===== config.mk =====
export PLATFORM = sky130hd
export DESIGN_NAME = wb_dest_pipe_flat
export DESIGN_NICKNAME = d
export VERILOG_FILES = /design/src/rtl/wb_dest_pipe_pkg.sv /design/src/rtl/wb_dest_pipe_if.sv /design/src/rtl/dest_pipe_reg.sv /design/src/rtl/wb_dest_pipe.sv /design/src/flat_wrapper.sv
export SDC_FILE = /design/constraint.sdc
export NUM_CORES = 1
export LEC_CHECK = 0
export ABC_CLOCK_PERIOD_IN_PS = 3400
export CORE_MARGIN = 2
export CORE_UTILIZATION = 45
export DETAILED_ROUTE_END_ITERATION = 6
export PLACE_DENSITY = 0.95
export SLEW_MARGIN = 10
export SYNTH_ARGS = -nofsm -noshare
export SYNTH_HDL_FRONTEND = slang
export SYNTH_SLANG_ARGS = --single-unit

===== constraint.sdc =====
create_clock -name clk -period 3.4 [get_ports clk]
set_input_delay 0.68 -clock clk [delete_from_list [all_inputs] [get_ports clk]]
set_output_delay 0.68 -clock clk [all_outputs]
set_load 0.005 [all_outputs]

===== src/rtl/wb_dest_pipe_pkg.sv =====
// rtl/wb_dest_pipe_pkg.sv - widths, pipeline register record and rs_ID field helper
package wb_dest_pipe_pkg;

  localparam int REG_LOG = 5;
  localparam int DATA_W  = 32;
  localparam int NUM_RS  = 3;

  typedef struct packed {
    logic [REG_LOG-1:0] rd;
    logic               we;
    logic               ld;
    logic [DATA_W-1:0]  data;
  } dest_t;

  // rs_ID is packed {rs0,rs1,rs2}, so rs0 occupies the most significant field
  function automatic logic [REG_LOG-1:0] rs_sel(input logic [NUM_RS*REG_LOG-1:0] rs, input int idx);
    return rs[(NUM_RS-1-idx)*REG_LOG +: REG_LOG];
  endfunction

endpackage


===== src/rtl/wb_dest_pipe_if.sv =====
// rtl/wb_dest_pipe_if.sv - EX inputs, MEM/WB destination outputs and hazard stall bundle
interface wb_dest_pipe_if;
  import wb_dest_pipe_pkg::*;

  logic [REG_LOG-1:0]        rd_EX;
  logic                      REG_write_EX;
  logic                      MEM_read_EX;
  logic [DATA_W-1:0]         alu_res_EX;
  logic                      flush_EX;
  logic                      stall_MEM;
  logic [DATA_W-1:0]         mem_rdata_MEM;
  logic [NUM_RS*REG_LOG-1:0] rs_ID;
  logic [REG_LOG-1:0]        rd_MEM;
  logic                      REG_write_MEM;
  logic [DATA_W-1:0]         data_MEM;
  logic [REG_LOG-1:0]        rd_WB;
  logic                      REG_write_WB;
  logic [DATA_W-1:0]         data_WB;
  logic                      load_use_stall;

  modport master (
    output rd_EX, REG_write_EX, MEM_read_EX, alu_res_EX, flush_EX, stall_MEM, mem_rdata_MEM, rs_ID,
    input  rd_MEM, REG_write_MEM, data_MEM, rd_WB, REG_write_WB, data_WB, load_use_stall
  );

  modport slave (
    input  rd_EX, REG_write_EX, MEM_read_EX, alu_res_EX, flush_EX, stall_MEM, mem_rdata_MEM, rs_ID,
    output rd_MEM, REG_write_MEM, data_MEM, rd_WB, REG_write_WB, data_WB, load_use_stall
  );

endinterface


===== src/rtl/dest_pipe_reg.sv =====
// rtl/dest_pipe_reg.sv - destination pipeline register with hold and bubble controls
module dest_pipe_reg
  import wb_dest_pipe_pkg::*;
(
  input  logic  clk,
  input  logic  rst,
  input  logic  hold,
  input  logic  bubble,
  input  dest_t d,
  output dest_t q
);

  // a bubble only clears the flags; rd/data keep their last value
  always_ff @(posedge clk) begin
    if (rst) begin
      q <= '0;
    end else if (hold) begin
      q <= q;
    end else if (bubble) begin
      q.we <= 1'b0;
      q.ld <= 1'b0;
    end else begin
      q <= d;
    end
  end

endmodule


===== src/rtl/wb_dest_pipe.sv =====
// rtl/wb_dest_pipe.sv - EX/MEM and MEM/WB destination pipeline with load-use hazard detection
module wb_dest_pipe
  import wb_dest_pipe_pkg::*;
(
  input logic           clk,
  input logic           rst,
  wb_dest_pipe_if.slave bus
);

  dest_t ex_d;
  dest_t mem_q;
  dest_t wb_d;
  dest_t wb_q;
  logic  hazard;
  logic  unused_wb_ld;

  always_comb begin
    ex_d.rd   = bus.rd_EX;
    ex_d.we   = bus.REG_write_EX & (|bus.rd_EX) & ~bus.flush_EX;
    ex_d.ld   = bus.MEM_read_EX & ex_d.we;
    ex_d.data = bus.alu_res_EX;
  end

  dest_pipe_reg u_ex_mem (
    .clk    (clk),
    .rst    (rst),
    .hold   (bus.stall_MEM),
    .bubble (1'b0),
    .d      (ex_d),
    .q      (mem_q)
  );

  always_comb begin
    wb_d.rd   = mem_q.rd;
    wb_d.we   = mem_q.we;
    wb_d.ld   = 1'b0;
    wb_d.data = mem_q.ld ? bus.mem_rdata_MEM : mem_q.data;
  end

  // a frozen MEM stage must not let WB repeat its write
  dest_pipe_reg u_mem_wb (
    .clk    (clk),
    .rst    (rst),
    .hold   (1'b0),
    .bubble (bus.stall_MEM),
    .d      (wb_d),
    .q      (wb_q)
  );

  always_comb begin
    hazard = 1'b0;
    for (int i = 0; i < NUM_RS; i++) begin
      if (rs_sel(bus.rs_ID, i) != '0) begin
        if (ex_d.ld && rs_sel(bus.rs_ID, i) == ex_d.rd) hazard = 1'b1;
        if (mem_q.we && mem_q.ld && rs_sel(bus.rs_ID, i) == mem_q.rd) hazard = 1'b1;
      end
    end
  end

  assign bus.load_use_stall = hazard & ~rst;
  assign bus.rd_MEM         = mem_q.rd;
  assign bus.REG_write_MEM  = mem_q.we & ~mem_q.ld;
  assign bus.data_MEM       = mem_q.data;
  assign bus.rd_WB          = wb_q.rd;
  assign bus.REG_write_WB   = wb_q.we;
  assign bus.data_WB        = wb_q.data;
  assign unused_wb_ld       = wb_q.ld;

endmodule


===== src/flat_wrapper.sv =====
// flat-port wrapper written by rule: the top's interface ports become plain ports
module wb_dest_pipe_flat import wb_dest_pipe_pkg::*;
  (clk, rst, bus_rd_EX, bus_REG_write_EX, bus_MEM_read_EX, bus_alu_res_EX, bus_flush_EX, bus_stall_MEM, bus_mem_rdata_MEM, bus_rs_ID, bus_rd_MEM, bus_REG_write_MEM, bus_data_MEM, bus_rd_WB, bus_REG_write_WB, bus_data_WB, bus_load_use_stall);
  wb_dest_pipe_if bus_i ();
  input logic clk;
  input logic rst;
  input wire logic [$bits(bus_i.rd_EX)-1:0] bus_rd_EX;
  input wire logic [$bits(bus_i.REG_write_EX)-1:0] bus_REG_write_EX;
  input wire logic [$bits(bus_i.MEM_read_EX)-1:0] bus_MEM_read_EX;
  input wire logic [$bits(bus_i.alu_res_EX)-1:0] bus_alu_res_EX;
  input wire logic [$bits(bus_i.flush_EX)-1:0] bus_flush_EX;
  input wire logic [$bits(bus_i.stall_MEM)-1:0] bus_stall_MEM;
  input wire logic [$bits(bus_i.mem_rdata_MEM)-1:0] bus_mem_rdata_MEM;
  input wire logic [$bits(bus_i.rs_ID)-1:0] bus_rs_ID;
  output wire logic [$bits(bus_i.rd_MEM)-1:0] bus_rd_MEM;
  output wire logic [$bits(bus_i.REG_write_MEM)-1:0] bus_REG_write_MEM;
  output wire logic [$bits(bus_i.data_MEM)-1:0] bus_data_MEM;
  output wire logic [$bits(bus_i.rd_WB)-1:0] bus_rd_WB;
  output wire logic [$bits(bus_i.REG_write_WB)-1:0] bus_REG_write_WB;
  output wire logic [$bits(bus_i.data_WB)-1:0] bus_data_WB;
  output wire logic [$bits(bus_i.load_use_stall)-1:0] bus_load_use_stall;
  assign bus_i.rd_EX = bus_rd_EX;
  assign bus_i.REG_write_EX = bus_REG_write_EX;
  assign bus_i.MEM_read_EX = bus_MEM_read_EX;
  assign bus_i.alu_res_EX = bus_alu_res_EX;
  assign bus_i.flush_EX = bus_flush_EX;
  assign bus_i.stall_MEM = bus_stall_MEM;
  assign bus_i.mem_rdata_MEM = bus_mem_rdata_MEM;
  assign bus_i.rs_ID = bus_rs_ID;
  assign bus_rd_MEM = bus_i.rd_MEM;
  assign bus_REG_write_MEM = bus_i.REG_write_MEM;
  assign bus_data_MEM = bus_i.data_MEM;
  assign bus_rd_WB = bus_i.rd_WB;
  assign bus_REG_write_WB = bus_i.REG_write_WB;
  assign bus_data_WB = bus_i.data_WB;
  assign bus_load_use_stall = bus_i.load_use_stall;
  wb_dest_pipe u_core (.clk(clk), .rst(rst), .bus(bus_i));
endmodule

==> results of run 1 <==
==> synthesized netlist by cell type (all sizes together) <==
cell type,n
nor4b,1
nor3,3
xnor2,21
dfxtp,77
nand4,3
nor2b,1
o21ai,1
nand2,1
mux2i,74
xor2,9
nand3,3
o22ai,3
a21oi,34
clkbuf,20
nor3b,1
a31oi,1
and3b,1
nor4,3
buf,48
nor2,110
or4,4
==> sequential cells by signal (all words and copies together) (netlist names) <==
signal,cells
u_core.u_mem_wb.q,38
u_core.u_ex_mem.q,39
==> metrics by stage <==
step / hold slack [ns] / util (%) / instances / power [mW]
after floorplan: 0.4785 / - / 419 / 1.189
after global placement: 0.4661 / 63.91 / 631 / 1.376
after detailed placement: 0.4768 / 63.91 / 631 / 1.389
after CTS: 0.4969 / 66.71 / 647 / 2.175
after global routing: 0.5248 / 67.13 / 647 / 2.259
final: 0.4901 / 67.13 / 647 / 2.153
==> report_power, final <==
| part | internal (mW) | switching [mW] | leakage [nW] |
|---|---|---|---|
| logic | 0.242 | 0.149 | 1.36 |
| registers | 0.945 | 0.0350 | 0.631 |
| clock network | 0.425 | 0.357 | 0.117 |
| total | 1.61 | 0.541 | 2.11 |
==> kinds of logic after synthesis <==
kind of cell / Yosys count / share of synthesized area, %
buffers and inverters: 68 / 10.95
AND/OR/NAND/NOR: 131 / 14.80
flip-flops: 77 / 41.52
multiplexers: 74 / 19.95
XOR/XNOR: 30 / 7.078
AO/OA/AOI/OAI: 39 / 5.696
==> area by class of cell <==
cell class	instances	share of cell area (%)
clock buffer	9	2.280
clock inverter	7	1.889
multi-input combinational	274	32.96
sequential	77	28.40
tap	105	2.418
timing repair buffer	175	32.06
==> per-layer routing <==
metal  global-route usage (%)  share of wire (%)  vias up
met2                    37.41                 50      120
met5                        0                  0        -
met3                    4.549                6.7       25
li1                         -                  -     1590
met1                    24.44                 40     1510
met4                    11.47                3.6        0
==> worst max path at each step <==
stage	depth (start not counted)	end	slack, ns
after floorplan	5	bus_load_use_stall	1.02
after global placement	7	bus_load_use_stall	0.01
after detailed placement	7	bus_load_use_stall	0.01
after CTS	7	bus_load_use_stall	0.01
after global routing	7	bus_load_use_stall	0.21
final	7	bus_load_use_stall	0.28
==> critical path, stage by stage <==
cell and delay, ns:
clkdlybuf4s50_1 0.43, or4_4 0.57, o21ai_4 0.24, nor4_2 0.08
o22ai_1 0.16, a31oi_1 0.11, dlymetal6s2s_1 0.16
==> repair_timing <==
action / in CTS / in global routing
hold buffers: 0 / 0
gates resized for setup: 0 / 7
setup endpoints to repair: 0 / 1
hold endpoints to repair: 0 / 0
==> impl_metrics.csv, run 1 <==
group,metric,value,unit
status,status,"completed",
clock_tree,clock-root-buffer,"clkbuf_8",
clock_tree,clk_latency,0.35,ns
min_path,whs_endpoint,"u_core.u_mem_wb.q[4]$_SDFFE_PP0N_",
detailed_routing,ant_nets,0,
clock_tree,cts_buffer_depth,2,
detailed_routing,drc,0,
clock_tree,cts_max_level,3,
worst_setup_path,reg2reg_to,"u_core.u_mem_wb.q[0]$_SDFFE_PP0N_",
detailed_routing,initialDrtViolationCount,95,
timing,tns,0,ns
global_routing,first_global_vias,3294,
synth,ys_ff_latch,77,
worst_setup_path,cp_max_fo,4,
worst_setup_path,path_class,"in2out",
die,start_util,45.87,%
min_path,hp-class,"reg2reg",
global_routing,grt_max_degree,78,
die,pin_count,167,
timing,finalCriticalPeriod,3.116,ns
synth,synth.distinct_cells,24,
finish,nets,627,
placed_design,place_ws,0.01260,ns
clock_tree,clkSinkCount,77,
finish,multi_input_area,1790,µm²
power,p_leak,2.109,nW
clock_tree,tritoncts,"yes",
worst_setup_path,reg2regPathDepth,5,
finish,layout_commonest_cell,"clkdlybuf4s50_1",
worst_setup_path,cp_data_required_time,2.72,ns
global_routing,antenna_found_initial,0,
placed_design,finalWeightedCongestion,0.8316,
detailed_routing,first_pass_iters,4,
worst_setup_path,reg2reg_from,"u_core.u_ex_mem.q[32]$_SDFFE_PP0N_",
detailed_routing,drt-total-wl,9.632,mm
timing,worst_pin_slew,0.8176,ns
clock_tree,cts_buffers,9,
min_path,min_from,"u_core.u_mem_wb.q[4]$_SDFFE_PP0N_",
timing,slew_violations,0,
timing,maxClockFrequency,320.9,MHz
worst_setup_path,cp-startpoint,"bus_rd_EX[0]",
synth,netlist_instances,419,
timing,rsz0062_at_grt,"false",
global_routing,grt.total_usage,21.45,%
timing,relSlewSlack,45.50,%
die,fp.dieW,94.83,µm
run,cap_violations,0,
worst_setup_path,cp-start-kind,"primary input",
timing,timing.final.crit_share,91.65,%
timing,setup_viol,0,
synth,yosysTopAreaCellShare,41.52,%
worst_setup_path,end_kind,"primary output",
timing,hold_violations,0,
synth,ys_seq_area_share,41.52,%
synth,synth_nets,509,
finish,num-fill-cells,673,
timing,setup_ws,0.2838,ns
finish,drive_gt1_share,6.273,%
synth,synth.area.top_cells,"dfxtp_1 42%, mux2i_1 20%, nor2_1 11%",
finish,layout_common_cells,"161 x clkdlybuf4s50_1, 110 x nor2_1, 76 x dfxtp_1, 74 x mux2i_1, 34 x a21oi_1",
timing,worst_clock_skew,0.01724,ns
clock_tree,post_cts_buffers,0,
global_routing,grt-ovfl-total,0,
detailed_routing,vias,3245,
worst_setup_path,r2r_setup_slack,1.85,ns
global_routing,grt_pass1_wl,15.15,mm
detailed_routing,viasPerCell,5.015,
finish,final_design_area_no_fill,5433,µm²
finish,area_growth,46.34,%
placed_design,hpwl,7.035,mm
power,peakVddDrop,0.2919,mV
die,fp.dieH,94.83,µm
synth,ys_warn_count,0,
min_path,hold_path_depth,2,
die,core_area,8093,µm²
synth,synth_largest_area_cell,"dfxtp_1",
power,p_per_area,396.3,nW/µm²
finish,n_antenna_cell,0,
worst_setup_path,cp.arrival,2.44,ns
die,rows,33,
die,dieArea,8992,µm²
synth,avgSynthCellArea,8.860,µm²
detailed_routing,detail_route.wl_per_cell,14.89,µm
finish,regArea,1543,µm²
clock_tree,cts.clk_slew.worst_paths,0.08,ns
synth,netlist_area,3712,µm²
placed_design,place.port_buffers,166,
placed_design,post_dp_cell_area,5172,µm²
Power figures use the tool's default switching activity.
==> inputs of run 2 (changes only) <==
Settings changed: CORE_ASPECT_RATIO set to 1.5, RECOVER_POWER set to 50.
==> run 2 against run 1 <==
Net effect:
- the flow now finishes with violations (capacitance limit, slew limit)
- setup slack got worse by 0.039 ns
- total power rose by 2.8%
- combinational power hardly changed
- via count rose by 0.99%
- routed wire length increased by 4.7%
- register-to-register slack about the same
- clock skew decreased by 0.010 ns
- design area grew 0.12%
==> impl_metrics.csv, run 2 (same netlist as run 1, synthesis figures left out) <==
group,metric,value,unit
status,status,"finished with violations",
status,violations,"capacitance limit, slew limit",
timing,maxClockFrequency,316.9,MHz
detailed_routing,first_pass_iters,5,
placed_design,place_ws,-0.02033,ns
placed_design,finalWeightedCongestion,0.8808,
die,rows,40,
min_path,hp-class,"reg2reg",
clock_tree,hold_buffers,0,
clock_tree,clk_latency,0.33,ns
detailed_routing,vias,3277,
worst_setup_path,r2r_setup_slack,1.84,ns
detailed_routing,initialDrtViolationCount,137,
clock_tree,cts.clk_slew.worst_paths,0.05,ns
clock_tree,cts_max_level,3,
die,core_area,8008,µm²
timing,whs,0.4849,ns
worst_setup_path,cp-start-kind,"primary input",
worst_setup_path,cp_max_fo,4,
clock_tree,clkSinkCount,77,
global_routing,grt-ovfl-total,0,
global_routing,grt_pass1_wl,15.71,mm
detailed_routing,detail_route.wl_per_cell,15.61,µm
finish,final_design_area_no_fill,5439,µm²
die,start_util,46.36,%
clock_tree,tritoncts,"yes",
finish,n_antenna_cell,0,
timing,finalCriticalPeriod,3.156,ns
timing,relSlewSlack,-2.235,%
power,p_per_area,406.7,nW/µm²
power,peakVddDrop,0.3328,mV
timing,setup_viol,0,
global_routing,grt_max_degree,78,
finish,largest_reg_flops,39,
die,fp.dieH,115.2,µm
worst_setup_path,path_class,"in2out",
detailed_routing,drt-total-wl,10.08,mm
finish,drive_gt1_share,4.806,%
run,cap_violations,1,
placed_design,place.port_buffers,166,
worst_setup_path,slowest_stage,"or4_4",
timing,hold_violations,0,
finish,instances_no_fill,646,
clock_tree,cts_buffers,9,
global_routing,grt.total_usage,22.15,%
timing,tns,0,ns
timing,worst_clock_skew,0.007277,ns
die,fp.dieW,78.16,µm
finish,area_growth,46.51,%
worst_setup_path,critical-path-max-stage-delay,0.58,ns
global_routing,antenna_found_initial,0,
die,dieArea,9007,µm²
finish,utilization,67.92,%
finish,layout_commonest_cell,"clkdlybuf4s50_1",
placed_design,post_dp_cell_area,5165,µm²
worst_setup_path,crit_chain,"clkdlybuf4s50_1 -> or4_4 -> o21ai_4 -> nor4_1 -> o22ai_1 -> a31oi_1 -> dlymetal6s2s_1",
finish,top_register,"u_core.u_ex_mem.q",
worst_setup_path,cp_data_required_time,2.72,ns
finish,nets,627,
placed_design,hpwl,7.290,mm
placed_design,post-place-cells,630,
finish,reg_top3,"u_core.u_ex_mem.q (39), u_core.u_mem_wb.q (38)",
die,pin_count,167,
detailed_routing,ant_nets,0,
timing,worst_pin_slew,1.534,ns
power,p_leak,2.118,nW
detailed_routing,drc,0,
clock_tree,cts_buffer_depth,2,
timing,timing.final.crit_share,92.81,%
timing,rsz0062_at_grt,"false",
timing,setup_ws,0.2444,ns
detailed_routing,viasPerCell,5.073,
power,finalPower,2.212,mW
timing,slew_violations,78,
clock_tree,clock-root-buffer,"clkbuf_16",
worst_setup_path,cp.arrival,2.48,ns
global_routing,first_global_vias,3350,
finish,layout_common_cells,"157 x clkdlybuf4s50_1, 110 x nor2_1, 76 x dfxtp_1, 74 x mux2i_1, 34 x a21oi_1",
worst_setup_path,end_kind,"primary output",
==> run 2: final cells by class <==
class                           count  area (µm²)
Tap cell                          105       131.4
Sequential cell                    77        1543
Clock inverter                      2       10.01
Multi-Input combinational cell    274        1770
Fill cell                         608        2569
Timing Repair Buffer              175        1734
Clock buffer                       13       250.2
==> run 2: timing repair <==
item | CTS | global route
resized for setup | 1 | 3
buffers inserted | 0 | 1
endpoints found under the setup margin | 1 | 1
pin swaps | 1 | 2
==> run 2: worst paths after layout <==
check	startpoint	to	depth (start not counted)
max	bus_rd_EX[0]	bus_load_use_stall	7
min	u_core.u_mem_wb.q[6]$_SDFFE_PP0N_	u_core.u_mem_wb.q[6]$_SDFFE_PP0N_	2
max reg2reg	u_core.u_ex_mem.q[32]$_SDFFE_PP0N_	u_core.u_mem_wb.q[10]$_SDFFE_PP0N_	5
min reg2reg	u_core.u_mem_wb.q[6]$_SDFFE_PP0N_	u_core.u_mem_wb.q[6]$_SDFFE_PP0N_	2
==> run 2: worst max-delay path: cells and delay by family <==
family | cells | cell delay (ns)
AOI/OAI and AO/OA | 3 | 0.53
buffers and inverters | 2 | 0.59
and+or+nand+nor | 2 | 0.68
==> run 2: per-layer routing <==
layer,vias up,routed length (µm),GRT usage [%]
met2,146,5458,40.34
li1,1595,-,-
met5,-,0,0
met1,1503,3565,22.28
met3,33,663,6.122
met4,0,393,13.33
==> run 2: where the power goes <==
group	internal (mW)	switching, mW	total (mW)
clock network	0.508	0.331	0.838
registers	0.947	0.0355	0.983
logic	0.240	0.152	0.391
==> inputs of run 3 (changes only) <==
Settings changed: PLACE_DENSITY 0.95 to 0.86.
==> run 3 against run 2 <==
Net effect:
- the run still ends with capacitance limit, slew limit left
- sequential power is essentially flat
- flip-flop and latch count unchanged
- sequential share of layout area fell by 0.47 points
- hold slack hardly changed
- die area did not move
- total power rose by 9.7%
- critical path depth unchanged
- critical path type unchanged
- largest cell class unchanged
- highest routed layer unchanged
==> impl_metrics.csv, run 3 (same netlist as run 1, synthesis figures left out) <==
group,metric,value,unit
finish,area_growth,48.97,%
clock_tree,cts_buffers,9,
clock_tree,hold_buffers,0,
global_routing,grt-ovfl-total,0,
min_path,hp-class,"reg2reg",
die,dieArea,9007,µm²
timing,worst_pin_slew,1.527,ns
worst_setup_path,cp_data_required_time,2.72,ns
status,status,"finished with violations",
global_routing,gr-usage-met3,5.102,%
detailed_routing,initialDrtViolationCount,132,
placed_design,post_dp_cell_area,5172,µm²
clock_tree,cts.clk_slew.worst_paths,0.05,ns
global_routing,grt_util_met1,21.71,%
finish,largest_reg_flops,39,
timing,setup_viol,0,
timing,slew_violations,78,
worst_setup_path,worst-path-buf-inv,2,
worst_setup_path,cp-start-kind,"primary input",
finish,drive_gt1_share,5.893,%
finish,n_antenna_cell,0,
worst_setup_path,critical-path-max-stage-delay,0.55,ns
global_routing,first_global_vias,3116,
finish,nets,629,
clock_tree,tritoncts,"yes",
global_routing,grt_use_met2,38.91,%
global_routing,grt_max_degree,78,
detailed_routing,drc,0,
die,fp.dieW,78.16,µm
power,p_per_area,438.9,nW/µm²
clock_tree,clkSinkCount,77,
timing,hold_violations,0,
worst_setup_path,critPathTopFamily,"simple AND/OR/NAND/NOR gates",
placed_design,place.port_buffers,166,
global_routing,grt.total_usage,21.00,%
clock_tree,cts_max_level,3,
worst_setup_path,crit_chain,"clkdlybuf4s50_1 -> or4_4 -> o21ai_4 -> nor4_2 -> o22ai_1 -> a31oi_1 -> dlymetal6s2s_1",
detailed_routing,first_pass_iters,4,
placed_design,finalWeightedCongestion,1.032,
die,fp.dieH,115.2,µm
run,cap_violations,1,
global_routing,top_usage_layer,"met2",
status,violations,"capacitance limit, slew limit",
finish,top_register,"u_core.u_ex_mem.q",
worst_setup_path,end_kind,"primary output",
worst_setup_path,slowest_stage,"or4_4",
timing,relSlewSlack,-1.783,%
detailed_routing,viasPerCell,4.994,
detailed_routing,detail_route.wl_per_cell,15.03,µm
die,core_area,8008,µm²
die,start_util,46.36,%
timing,setup_ws,0.2968,ns
timing,finalCriticalPeriod,3.103,ns
timing,maxClockFrequency,322.2,MHz
detailed_routing,vias,3236,
global_routing,antenna_found_initial,0,
timing,rsz0062_at_grt,"false",
power,peakVddDrop,0.2892,mV
clock_tree,cts_buffer_depth,2,
placed_design,hpwl,7.115,mm
detailed_routing,drt-total-wl,9.740,mm
timing,timing.final.crit_share,91.27,%
finish,layout_commonest_cell,"clkdlybuf4s50_1",
finish,final_design_area_no_fill,5530,µm²
global_routing,grt_pass1_wl,14.82,mm
die,pin_count,167,
placed_design,post-place-cells,631,
die,rows,40,
clock_tree,clk_latency,0.33,ns
finish,instances_no_fill,648,
finish,reg_top3,"u_core.u_ex_mem.q (39), u_core.u_mem_wb.q (38)",
worst_setup_path,cp.arrival,2.42,ns
power,finalPower,2.427,mW
clock_tree,clock-root-buffer,"clkbuf_16",
power,p_leak,2.147,nW
detailed_routing,ant_nets,0,
finish,layout_common_cells,"158 x clkdlybuf4s50_1, 110 x nor2_1, 76 x dfxtp_1, 74 x mux2i_1, 34 x a21oi_1",
worst_setup_path,cp_max_fo,4,
timing,worst_clock_skew,0.009542,ns
worst_setup_path,path_class,"in2out",
placed_design,place_ws,-0.09089,ns
==> run 3: repair_timing <==
| item | in CTS | in global routing |
|---|---|---|
| setup buffers | 2 | 0 |
| setup endpoints to repair | 1 | 1 |
| resized for setup | 4 | 3 |
| pin swaps | 5 | 2 |
==> run 3: layer usage <==
metal | part of all wire [%] | vias up
li1 | - | 1596
met1 | 37 | 1469
met2 | 53 | 139
met3 | 6.0 | 32
met4 | 3.7 | 0
met5 | 0 | -
==> run 3: path summary, 6_finish.rpt <==
kind,start,to,slack [ns],depth (start not counted)
worst max register to register,u_core.u_ex_mem.q[32]$_SDFFE_PP0N_,u_core.u_mem_wb.q[7]$_SDFFE_PP0N_,1.89,5
worst max-delay path,bus_rd_EX[0],bus_load_use_stall,0.30,7
worst min-delay path,u_core.u_mem_wb.q[22]$_SDFFE_PP0N_,u_core.u_mem_wb.q[22]$_SDFFE_PP0N_,0.48,2
worst min register to register,u_core.u_mem_wb.q[22]$_SDFFE_PP0N_,u_core.u_mem_wb.q[22]$_SDFFE_PP0N_,0.48,2
==> run 3: final cells by class <==
class	count	area (µm²)
Timing Repair Buffer	177	1744
Sequential cell	77	1543
Multi-Input combinational cell	274	1783
Clock buffer	10	229.0
Tap cell	105	131.4
Clock inverter	5	100.1
Fill cell	640	2477
==> run 3: worst reg2reg max path: cells and delay by family, from the launching register on <==
family | cells | cell delay, ns
buffers and inverters | 1 | 0.49
AND/OR/NAND/NOR | 2 | 0.11
flip-flops | 1 | 0.32
multiplexers | 1 | 0.29
AO/OA/AOI/OAI | 1 | 0.12
==> run 3: power breakdown <==
group / total, mW / internal (mW) / switching [mW]
clock: 1.06 / 0.710 / 0.346
sequential: 0.980 / 0.947 / 0.0337
combinational: 0.391 / 0.241 / 0.151
total: 2.43 / 1.90 / 0.530
==> run 3: through the flow <==
stage / hold slack (ns) / TNS, ns / util (%)
5_1_grt: 0.5046 / 0 / 69.06
3_5_place_dp: 0.4771 / -0.09089 / 64.59
6_report: 0.4846 / 0 / 69.06
3_3_place_gp: 0.4673 / 0 / 64.59
2_1_floorplan: 0.4785 / 0 / -
4_1_cts: 0.4900 / 0 / 68.92
